<file path="config.mk">
export PLATFORM = sky130hd
export DESIGN_NAME = nibble_add_sequencer
export DESIGN_NICKNAME = d
export VERILOG_FILES = /design/src/rtl/nibble_add_sequencer.sv
export SDC_FILE = /design/constraint.sdc
export NUM_CORES = 1
export LEC_CHECK = 0
export CORE_ASPECT_RATIO = 1.25
export CORE_MARGIN = 3
export CORE_UTILIZATION = 49
export DETAILED_ROUTE_END_ITERATION = 12
export PLACE_DENSITY = 0.77
export SYNTH_ARGS = -nofsm -noshare
export SYNTH_HDL_FRONTEND = slang
export SYNTH_SLANG_ARGS = --single-unit
</file>
<file path="constraint.sdc">
create_clock -name CLOCK_50 -period 3.91 [get_ports CLOCK_50]
set_clock_uncertainty 0.05 [all_clocks]
set_input_delay 0.391 -clock CLOCK_50 [delete_from_list [all_inputs] [get_ports CLOCK_50]]
set_output_delay 0.391 -clock CLOCK_50 [all_outputs]
set_load 0.02 [all_outputs]
</file>
<file path="src/rtl/nibble_add_sequencer.sv">
// nibble_add_sequencer: time-shares one 4-bit ripple-carry slice to add or subtract
// W-bit operands one nibble per cycle, least-significant nibble first.
module nibble_add_sequencer #(
    parameter int NIBBLES = 4
) (
    input  logic                 CLOCK_50,
    input  logic                 reset,
    input  logic                 start,
    input  logic                 sub,
    input  logic                 cin,
    input  logic [4*NIBBLES-1:0] a,
    input  logic [4*NIBBLES-1:0] b,
    output logic                 busy,
    output logic                 done,
    output logic [4*NIBBLES-1:0] sum,
    output logic                 cout,
    output logic                 ovf
);
    localparam int W  = 4 * NIBBLES;
    localparam int IW = NIBBLES > 1 ? $clog2(NIBBLES) : 1;

    typedef enum logic [1:0] {IDLE, RUN, DONE} state_t;

    state_t        state, state_n;
    logic [IW-1:0] idx;
    logic          carry;
    logic [W-1:0]  a_reg, b_reg;
    logic [3:0]    na, nb, s;
    logic [4:0]    c;
    logic          last;

    assign last = idx == IW'(NIBBLES - 1);
    assign na   = a_reg[4*idx +: 4];
    assign nb   = b_reg[4*idx +: 4];

    always_comb begin
        c[0] = carry;
        s    = '0;
        for (int i = 0; i < 4; i++) begin
            s[i]   = na[i] ^ nb[i] ^ c[i];
            c[i+1] = (na[i] & nb[i]) | (c[i] & (na[i] ^ nb[i]));
        end
    end

    always_comb begin
        state_n = state;
        if (state == IDLE && start)
            state_n = RUN;
        else if (state == RUN && last)
            state_n = DONE;
        else if (state == DONE)
            state_n = IDLE;
    end

    always_ff @(posedge CLOCK_50 or posedge reset) begin
        if (reset)
            state <= IDLE;
        else
            state <= state_n;
    end

    always_ff @(posedge CLOCK_50 or posedge reset) begin
        if (reset) begin
            idx   <= '0;
            carry <= 1'b0;
            a_reg <= '0;
            b_reg <= '0;
            busy  <= 1'b0;
            done  <= 1'b0;
            sum   <= '0;
            cout  <= 1'b0;
            ovf   <= 1'b0;
        end else begin
            busy <= state_n == RUN;
            done <= state_n == DONE;
            if (state == IDLE && start) begin
                a_reg <= a;
                b_reg <= sub ? ~b : b;
                carry <= sub | cin;
                sum   <= '0;
                cout  <= 1'b0;
                ovf   <= 1'b0;
                idx   <= '0;
            end else if (state == RUN) begin
                sum[4*idx +: 4] <= s;
                carry           <= c[4];
                idx             <= idx + 1'b1;
                // Overflow compares the carries into and out of the top bit of the last slice
                if (last) begin
                    cout <= c[4];
                    ovf  <= c[3] ^ c[4];
                end
            end
        end
    end
endmodule

</file>
Yosys cells after proc, flatten, opt, wreduce, memory -nomap -nowiden

Index checks and enable logic that the tools add are counted.

Output and inout port bits: 20
Memories: 0
RAM bits: 0
ROM bits: 0
Flip-flop bits (word level): 57
Bits of input ports: 37
Bits in latches: 0
Word-level logic and storage cells: 67

Multiplexer cells: 17
Order comparisons: 0
Reduce and logical (&&, ||, !) cells: 6
Add/sub/neg operators: 2
Bitwise operators: 23
Div/mod/pow operators: 0
Eq/ne operators: 5
Shift-type cells: 4
Multipliers: 0

Operators by type and width:

| kind                                                                     | count |
|---|---|
| 16-bit 2-to-1 mux                                                        | 3 |
| 4-bit negator with 34-bit output                                         | 1 |
| 4-bit by 34-bit variable shift with 16-bit output (first input constant) | 1 |
| 4-bit by 34-bit indexed part select with 16-bit output                   | 1 |
| 16-bit by 5-bit indexed part select with 4-bit output                    | 2 |
| 16-bit bitwise mux                                                       | 1 |
| 16-bit inverter                                                          | 1 |
| 2-bit 2-to-1 mux                                                         | 5 |
| 1-bit bitwise XOR                                                        | 9 |
| 1-bit bitwise AND                                                        | 8 |
| 1-bit 2-to-1 mux                                                         | 8 |
| 2-bit equality test (second input constant)                              | 3 |
| 1-bit OR                                                                 | 5 |
| 2-bit by 1-bit equality test with 1-bit output (second input constant)   | 2 |
| 2-bit nonzero test                                                       | 2 |
| 2-bit by 1-bit adder with 2-bit output (second input constant)           | 1 |
| 1-bit logical AND                                                        | 2 |
| 2-bit zero test                                                          | 1 |
| 2-bit AND reduction                                                      | 1 |

Depth between registers and ports, before layout

Gate-level depths: netlist of run 1.

Word-level depth: 14
Depth in mapped cells: 12
Gate-level depth less buffers: 11

Worst setup path before layout of run 1

No wires, ideal clock.

Kind: register to register
Start point: register idx[0]
End point: register ovf
Setup time: 94 ps
Setup slack: 946 ps
Stages on the path, launching flop included: 12
Path buffers: 1
Data required time: 3766 ps
Clock period less this slack: 2964 ps
Arrival time: 2820 ps
Path through: dfrtp_1 -> buf_2 -> mux4_2 -> inv_1 -> fa_1 -> inv_1 -> fa_1 -> inv_1 -> fa_1 -> fa_1 -> xnor2_1 -> a211oi_1

Cells in the longest elaborated chain, start to end: 14
Elaborated cells on any way between the ends: 25
Those cells by class: 1 x eq/ne; 2 x shift; 3 x mux; 17 x bitwise; 2 x reduce/logical

RTL lines:

| element                                                                  | RTL line | text |
|---|---|---|
| start, declared                                                          | 25       | `logic [IW-1:0] idx;` |
| start signal, assigned                                                   | 87       | `idx <= idx + 1'b1;` |
| 16-bit by 5-bit indexed part select with 4-bit output (on tied branches) | 33, 34   |  |
| 1-bit bitwise XOR                                                        | 41       | `c[i+1] = (na[i] & nb[i]) \| (c[i] & (na[i] ^ nb[i]));` |
| 1-bit bitwise AND                                                        | 41       |  |
| 1-bit OR                                                                 | 41       |  |
| 1-bit bitwise AND                                                        | 41       |  |
| 1-bit OR                                                                 | 41       |  |
| 1-bit bitwise AND                                                        | 41       |  |
| 1-bit OR                                                                 | 41       |  |
| 1-bit bitwise AND                                                        | 41       |  |
| 1-bit OR                                                                 | 41       |  |
| 1-bit bitwise XOR                                                        | 91       | `ovf <= c[3] ^ c[4];` |
| 1-bit 2-to-1 mux                                                         | 89       | `if (last) begin` |
| 1-bit 2-to-1 mux                                                         | 84       | `end else if (state == RUN) begin` |
| 1-bit 2-to-1 mux                                                         | 76       | `if (state == IDLE && start) begin` |
| end signal, assigned                                                     | 91       |  |
| end, declared                                                            | 17       | `output logic ovf` |

Parallel ways exist; a longest one is shown, timed or not. The select of a mux whose other input is x is not followed.
A chain may end at the register's enable or synchronous reset.

Worst setup path in the final report of run 1

Start point: register idx[1]
End point: register ovf

The elaborated chain is that of the path after synthesis.

==> out/qor.csv, run 1 <==
metric;value;unit
status;finished, final reports clean;
synth.avg_cell_area;10.3;sq um
io_buffers;56;
clock_path_buffers;2;
hold_violations;0;
grt_pass1_wl;8940;um
max-cap-violations;0;
seqCellArea;0.00143;sq mm
first_pass_iters;4;
pre_cts_slack;0.884;ns
nets;369;
worst_slew_pin_slew;1.11;ns
grt_usage;18.6;%
worstSetupEndpointType;flip-flop;
synth_compound_area_share;9.04;%
cp.required;4.11;ns
root_buffer;clkbuf_8;
cts_buffers;9;
crit_path_start;idx[1];
syn_inst;267;
fmaxAchievable;328;MHz
postCtsResizedCells;0;
synth.top_cell.area_share;52.0;%
hold_buffers;0;
clock_latency;0.34;ns
synth_seq_cells;57;
start_util;52.5;%
ys_types;29;
cts_htree_levels;3;
setup_ws;0.865;ns
vias;2012;
cp.arrival;3.24;ns
mostFrequentLayoutCells;nand2_1 (69), dfrtp_1 (57), clkdlybuf4s50_1 (56);
ys.flop_type;dfrtp_1;
synth_enable_flop_cells;0;
cts.clk_slew.worst_paths;0.06;ns
io_pins;57;
tns;0;ns
row_count;29;
cts_setup_buffers;0;
drtAntennaViolNets;0;
synth.largest_area_cell;dfrtp_1;
synthAdderAreaFrac;5.20;%
period_needed;3.04;ns
min_from;a_reg[5];
clock-sinks;57;
leakage;1.60;nW
syn_area;0.00274;sq mm
power.density;883;mW/mm^2
drive_gt1_share;10.1;%
max_slew_margin;26.3;%
dp_hpwl;4040;um
yosysWarnings;0;
wire_per_inst;14.1;um
die_area;0.00653;sq mm
instances_no_fill;390;
rsz0062_at_grt;false;
place_area;0.00333;sq mm
antenna_cells;0;
finalCritPeriodShare;77.9;%
hold_class;flip-flop to flip-flop;
final_common_cell;nand2_1;
synth_nets;313;
routabilityCongestion;0.780;
seq_area_frac_synth;52.0;%
drc;0;
drtIter0Drc;120;
synthSimpleGateAreaFrac;14.3;%
design_area;0.00355;sq mm
crit-reg2reg-launch;idx[1];
multi_input_area;0.00113;sq mm
grt_pass1_vias;1945;
dpl.cell_count;374;
fillerInstances;411;
synth_top_family_by_area;simple AND/OR/NAND/NOR gates;
synth.area.mux_share;6.94;%
coreArea;0.00523;sq mm
viasPerCell;5.16;
syn2layout_area_growth;29.7;%
async_flop_share;100;%
setup_violations;0;
ir_drop;0.532;mV
synthXorXnorAreaFrac;5.43;%
worstSetupPathType;flip-flop to flip-flop;
cp_max_fo;13;
die_h;89.6;um
grt_max_degree;41;
cts_tree;done;
worst_setup_path_start_kind;flip-flop;
overflow;0;
final_max_slew_viol_count;0;
die_x;72.9;um
antenna_found_initial;0;
power;0.00314;W
synth_area_leaders;dfrtp_1 (52%), nand2_1 (9.4%), mux4_2 (6.6%);
drt-total-wl;5510;um
[cell type report]
cell class	count	area share, %
tap	62	2.18
inverter	28	2.96
timing repair buffer	60	16.6
multi-input combinational	167	31.7
clock inverter	5	2.18
clock buffer	11	4.26
sequential	57	40.1
[kinds of logic after synthesis]
kind of cell	after synthesis
xor+xnor	17
compound gates	43
simple gates	89
mux	9
fa+ha+maj	9
buf+inv	43
flops	57
[cell usage after synthesis, drive strengths merged (2+ instances only)]
cell type,count
nand2b,2
nand3,9
or4,2
xnor2,17
mux4,8
o22ai,12
ha,5
fa,4
inv,28
o31ai,4
nand2,69
nor2,2
dfrtp,57
o21ai,20
a21oi,4
buf,14
[through the flow]
step	util [%]	hold WS, ns
floorplan	-	0.390
global placement	63.6	0.407
detailed placement	63.6	0.413
CTS	68.0	0.428
global route	68.0	0.449
finish	68.0	0.425
[critical path, cell delays in order (launching register included)]
cell and delay [ns]:
dfrtp_1 0.68, mux4_2 0.30, inv_1 0.05, fa_1 0.37, inv_1 0.07, fa_1 0.15
inv_1 0.05, fa_1 0.41, fa_1 0.45, xnor2_1 0.15, a211oi_1 0.22
[final timing paths]
path,endpoint,slack (ns),cells past startpoint
setup / recovery,ovf,0.87,10
hold reg to reg,a_reg[5],0.42,2
max in group asynchronous,sum[4],2.61,3
setup reg to reg,ovf,0.87,10
min in group asynchronous,state[0],0.46,2
hold / removal,a_reg[5],0.42,2
[power by group]
| part | switching [W] | internal, W | leakage, nW |
|---|---|---|---|
| combinational | 0.000794 | 0.000663 | 0.756 |
| clock | 0.000231 | 0.000391 | 0.115 |
| sequential | 0.000202 | 0.000857 | 0.731 |
[metal layers]
layer | vias up | global-route usage, % | routed length (um)
met5 | - | 0 | 0
met4 | 0 | 9.56 | 122
met3 | 10 | 5.57 | 257
met2 | 56 | 32.6 | 2890
met1 | 963 | 20.4 | 2240
li1 | 983 | - | -
(Power assumes the default switching activity.)
==> inputs of run 2 (changes only) <==
CORE_UTILIZATION = 46   (was 49)
PLACE_DENSITY = 0.76   (was 0.77)
clock period = 2.6 ns   (was 3.91 ns; I/O delays follow)
==> out/qor.csv, run 2 (synthesized netlist as in run 1, its figures left out) <==
metric;value;unit
clock-sinks;57;
clock_latency;0.33;ns
hold_buffers;0;
max-cap-violations;0;
path_cells;mux4_2 > inv_2 > fa_2 > inv_2 > fa_2 > inv_2 > fa_2 > fa_2 > o22ai_1;
clock_path_buffers;2;
setup_ws;-0.0885;ns
hold_class;input pin to asynchronous set/reset pin;
rsz0062_at_grt;true;
worst_slew_pin_slew;0.580;ns
drive_gt1_share;14.9;%
r2r_end;sum[3];
root_buffer;clkbuf_8;
instances_no_fill;400;
antenna_cells;0;
cts.clk_slew.worst_paths;0.06;ns
die_x;75.0;um
grt_max_degree;57;
final_max_slew_viol_count;0;
fmaxAchievable;372;MHz
period_needed;2.69;ns
drc;0;
drtIter0Drc;97;
rrSetupSlack;-0.09;ns
overflow;0;
final_common_cell;nand2_1;
io_buffers;56;
die_h;92.3;um
dpl.cell_count;382;
drt-total-wl;5510;um
syn2layout_area_growth;32.8;%
viasPerCell;5.10;
leakage;1.64;nW
grt_pass1_wl;9160;um
max_slew_margin;61.3;%
start_util;49.0;%
cts_buffers;9;
worstSetupPathType;flip-flop to flip-flop;
row_count;30;
r2r_cells;9;
cp.arrival;2.83;ns
wire_per_inst;13.8;um
slowest_delay;0.59;ns
place_area;0.00340;sq mm
cts_tree;done;
worstSetupEndpointType;flip-flop;
endpoint;sum[3];
routabilityCongestion;0.826;
cts_htree_levels;3;
crit-reg2reg-launch;idx[0];
finalCritPeriodShare;103;%
setup_violations;6;
grt_usage;17.5;%
worst_setup_path_start_kind;flip-flop;
mostFrequentLayoutCells;nand2_1 (69), dfrtp_1 (56), clkdlybuf4s50_1 (56);
design_area;0.00364;sq mm
cp_max_fo;4;
crit_path_frequent_cell;fa_2;
violations;setup timing;
tns;-0.345;ns
crit_path_start;idx[0];
seqCellArea;0.00143;sq mm
grt_pass1_vias;2043;
ir_drop;0.683;mV
hold_violations;0;
cp.required;2.74;ns
drtAntennaViolNets;0;
power.density;1350;mW/mm^2
coreArea;0.00559;sq mm
crit_slowest_cell;fa_2;
status;finished with violations;
antenna_found_initial;0;
fillerInstances;456;
multi_input_area;0.00115;sq mm
nets;377;
io_pins;57;
die_area;0.00693;sq mm
vias;2040;
dp_hpwl;4080;um
first_pass_iters;4;
-- run 2: cell types whose count changed in the layout (fill, tap and decap cells not counted), moves of 2 or more --
| cell | before | now |
|---|---|---|
| buf_4 | 4 | 10 |
| fa_1 | 4 | 0 |
| fa_2 | 0 | 4 |
| inv_1 | 27 | 24 |
| inv_2 | 1 | 4 |
| clkbuf_1 | 0 | 2 |
-- run 2: worst min path at each step --
| stage | start | slack, ns | end | cells after the start |
|---|---|---|---|---|
| 6_report | reset | 0.27 | busy | 2 |
| 5_1_grt | reset | 0.32 | busy | 2 |
| 4_1_cts | reset | 0.28 | busy | 2 |
| 3_5_place_dp | a_reg[3] | 0.41 | a_reg[3] | 2 |
| 3_3_place_gp | a_reg[8] | 0.41 | a_reg[8] | 2 |
| 2_1_floorplan | a[0] | 0.32 | a_reg[0] | 2 |
-- run 2: cell type report --
| type | count | share of cell area, % |
|---|---|---|
| flip-flops and latches | 57 | 39.2 |
| multi-input cells | 167 | 31.7 |
| repair buffers | 68 | 18.3 |
| clock buffers | 14 | 4.74 |
| inverters | 28 | 2.89 |
| well taps | 64 | 2.20 |
| clock inverters | 2 | 0.962 |
-- run 2: power by group --
group	total, W	switching [W]	internal (W)
clock	0.000843	0.000323	0.000520
sequential	0.00154	0.000249	0.00129
combinational	0.00255	0.00134	0.00121
total	0.00493	0.00191	0.00302
-- run 2: per-stage QoR --
step | hold WS [ns] | worst slack, ns | total power, W | utilization, %
after floorplan | 0.315 | -0.150 | 0.00312 | -
after global placement | 0.409 | -0.0312 | 0.00388 | 60.7
after detailed placement | 0.413 | -0.0830 | 0.00395 | 60.7
after CTS | 0.283 | -0.0768 | 0.00484 | 64.6
after global routing | 0.316 | -0.163 | 0.00531 | 65.1
final | 0.266 | -0.0885 | 0.00493 | 65.1
-- run 2: timing repair --
action,CTS,global route
pin swaps,4,0
setup buffers,1,1
setup endpoints to repair,5,7
gates resized for setup,1,4
-- run 2: routing by layer --
| layer | GRT usage (%) | wire, um |
|---|---|---|
| met2 | 28.6 | 2960 |
| met1 | 21.1 | 2230 |
| met5 | 0 | 0 |
| met3 | 5.54 | 251 |
| met4 | 6.82 | 70 |
-- run 2: worst max-delay path, delay by kind of cell (launching register included) --
kind	cells	cell delay, ns
muxes	1	0.34
buffers and inverters	3	0.14
adders and majority gates	4	1.48
DFF	1	0.44
AOI/OAI and AO/OA	1	0.11
==> inputs of run 3 (changes only) <==
CORE_UTILIZATION = 35   (was 46)
PLACE_DENSITY = unset   (was 0.76)
==> out/qor.csv, run 3 (synthesized netlist as in run 1, its figures left out) <==
metric;value;unit
status;finished with violations;
violations;setup timing;
comb_power_share;51.2;%
leakage;1.66;nW
cts_htree_levels;3;
period_needed;2.67;ns
clock_latency;0.33;ns
io_pins;57;
vias;2009;
sw_frac_of_total;38.6;%
grt_pass1_vias;2072;
drc;0;
p_sw;0.00193;W
cp.required;2.74;ns
worst_setup_path_start_kind;flip-flop;
nets;379;
clock-sinks;57;
antenna_cells;0;
coreArea;0.00749;sq mm
cts.clk_slew.worst_paths;0.07;ns
start_util;36.6;%
dpl.cell_count;413;
viasPerCell;4.67;
final_common_cell;nand2_1;
routabilityCongestion;0.835;
max_slew_margin;53.4;%
cp_max_fo;5;
antenna_found_initial;0;
worst_slew_pin_slew;0.697;ns
worstSetupEndpointType;flip-flop;
grt_usage;13.9;%
hold_buffers;0;
pre_cts_slack;-0.0731;ns
syn2layout_area_growth;35.1;%
pwr-share-clk;18.2;%
rrSetupSlack;-0.07;ns
hold_class;input pin to asynchronous set/reset pin;
clock_path_buffers;2;
drt-total-wl;5710;um
first_pass_iters;4;
instances_no_fill;430;
fillerInstances;713;
cts_tree;done;
final_max_slew_viol_count;0;
row_count;35;
power;0.00501;W
setup_violations;5;
root_buffer;clkbuf_8;
rsz0062_at_grt;true;
max-cap-violations;0;
mostFrequentLayoutCells;nand2_1 (69), dfrtp_1 (56), clkdlybuf4s50_1 (56);
io_buffers;56;
setup_ws;-0.0733;ns
cp.arrival;2.81;ns
design_area;0.00370;sq mm
die_area;0.00894;sq mm
pwr-share-seq;30.7;%
worstSetupPathType;flip-flop to flip-flop;
place_area;0.00345;sq mm
grt_pass1_wl;9690;um
drtAntennaViolNets;0;
die_h;105;um
drtIter0Drc;91;
intPower;0.00307;W
finalCritPeriodShare;103;%
cts_buffers;9;
die_x;85.2;um
overflow;0;
ir_drop;0.713;mV
wire_per_inst;13.3;um
hold_violations;0;
dp_hpwl;4220;um
power.density;1350;mW/mm^2
fmaxAchievable;374;MHz
drive_gt1_share;16.0;%
grt_max_degree;57;
==> run 3: changes by cell type in the layout (fill, tap and decap cells not counted), sizes merged <==
cell | before | now
clkbuf | 14 | 11
buf | 12 | 14
clkinv | 1 | 3
bufinv | 1 | 2
==> run 3: power by group through the flow <==
| stage | clock, W | combinational (W) | sequential, W |
|---|---|---|---|
| 6_report | 0.000909 | 0.00256 | 0.00154 |
| 5_1_grt | 0.000980 | 0.00284 | 0.00160 |
| 4_1_cts | 0.000935 | 0.00251 | 0.00154 |
| 3_5_place_dp | 0 | 0.00246 | 0.00156 |
| 3_3_place_gp | 0 | 0.00243 | 0.00155 |
| 2_1_floorplan | 0 | 0.00149 | 0.00163 |
==> run 3: final cells by class <==
class	count	area, sq um	area share (%)
inverters	28	105	2.84
well taps	92	115	3.11
repair buffers	70	682	18.4
clock inverters	5	78.8	2.13
clock buffers	11	141	3.82
flip-flops and latches	57	1430	38.5
multi-input cells	167	1150	31.1
==> run 3: repair_timing <==
action                     CTS  global route
setup endpoints to repair    7             8
gates resized for setup      3             3
pin swaps                    5             3
buffers inserted             0             1
==> run 3: path summary, 6_finish.rpt <==
check,endpoint,cells after the start,startpoint
worst max-delay path,sum[3],9,idx[0]
worst min-delay path,sum[4],2,reset
worst max register to register,sum[3],9,idx[0]
min in group CLOCK_50,a_reg[13],3,a[13]
worst min register to register,a_reg[14],2,a_reg[14]
max in group asynchronous,a_reg[5],3,reset
==> run 3: worst max-delay path, stage by stage (launching register included) <==
cell and delay, ns:
dfrtp_2 0.44, mux4_2 0.35, inv_2 0.04, fa_2 0.34, inv_2 0.06, fa_2 0.19, inv_2 0.04, fa_2 0.34
fa_2 0.59, o22ai_1 0.10
==> run 3: per-layer routing <==
layer | wire, um | up-vias | track usage, %
met4 | 83 | 0 | 6.79
met1 | 2430 | 944 | 18.0
li1 | - | 1006 | -
met2 | 2910 | 51 | 21.9
met3 | 282 | 8 | 2.68
met5 | 0 | - | 0
==> run 3: stage by stage <==
step / hold slack, ns / TNS [ns] / utilization (%)
floorplan: 0.315 / -0.665 / -
global placement: 0.409 / -0.138 / 46.1
detailed placement: 0.411 / -0.284 / 46.1
CTS: 0.280 / -0.360 / 49.1
global route: 0.324 / -0.858 / 49.5
finish: 0.277 / -0.237 / 49.5
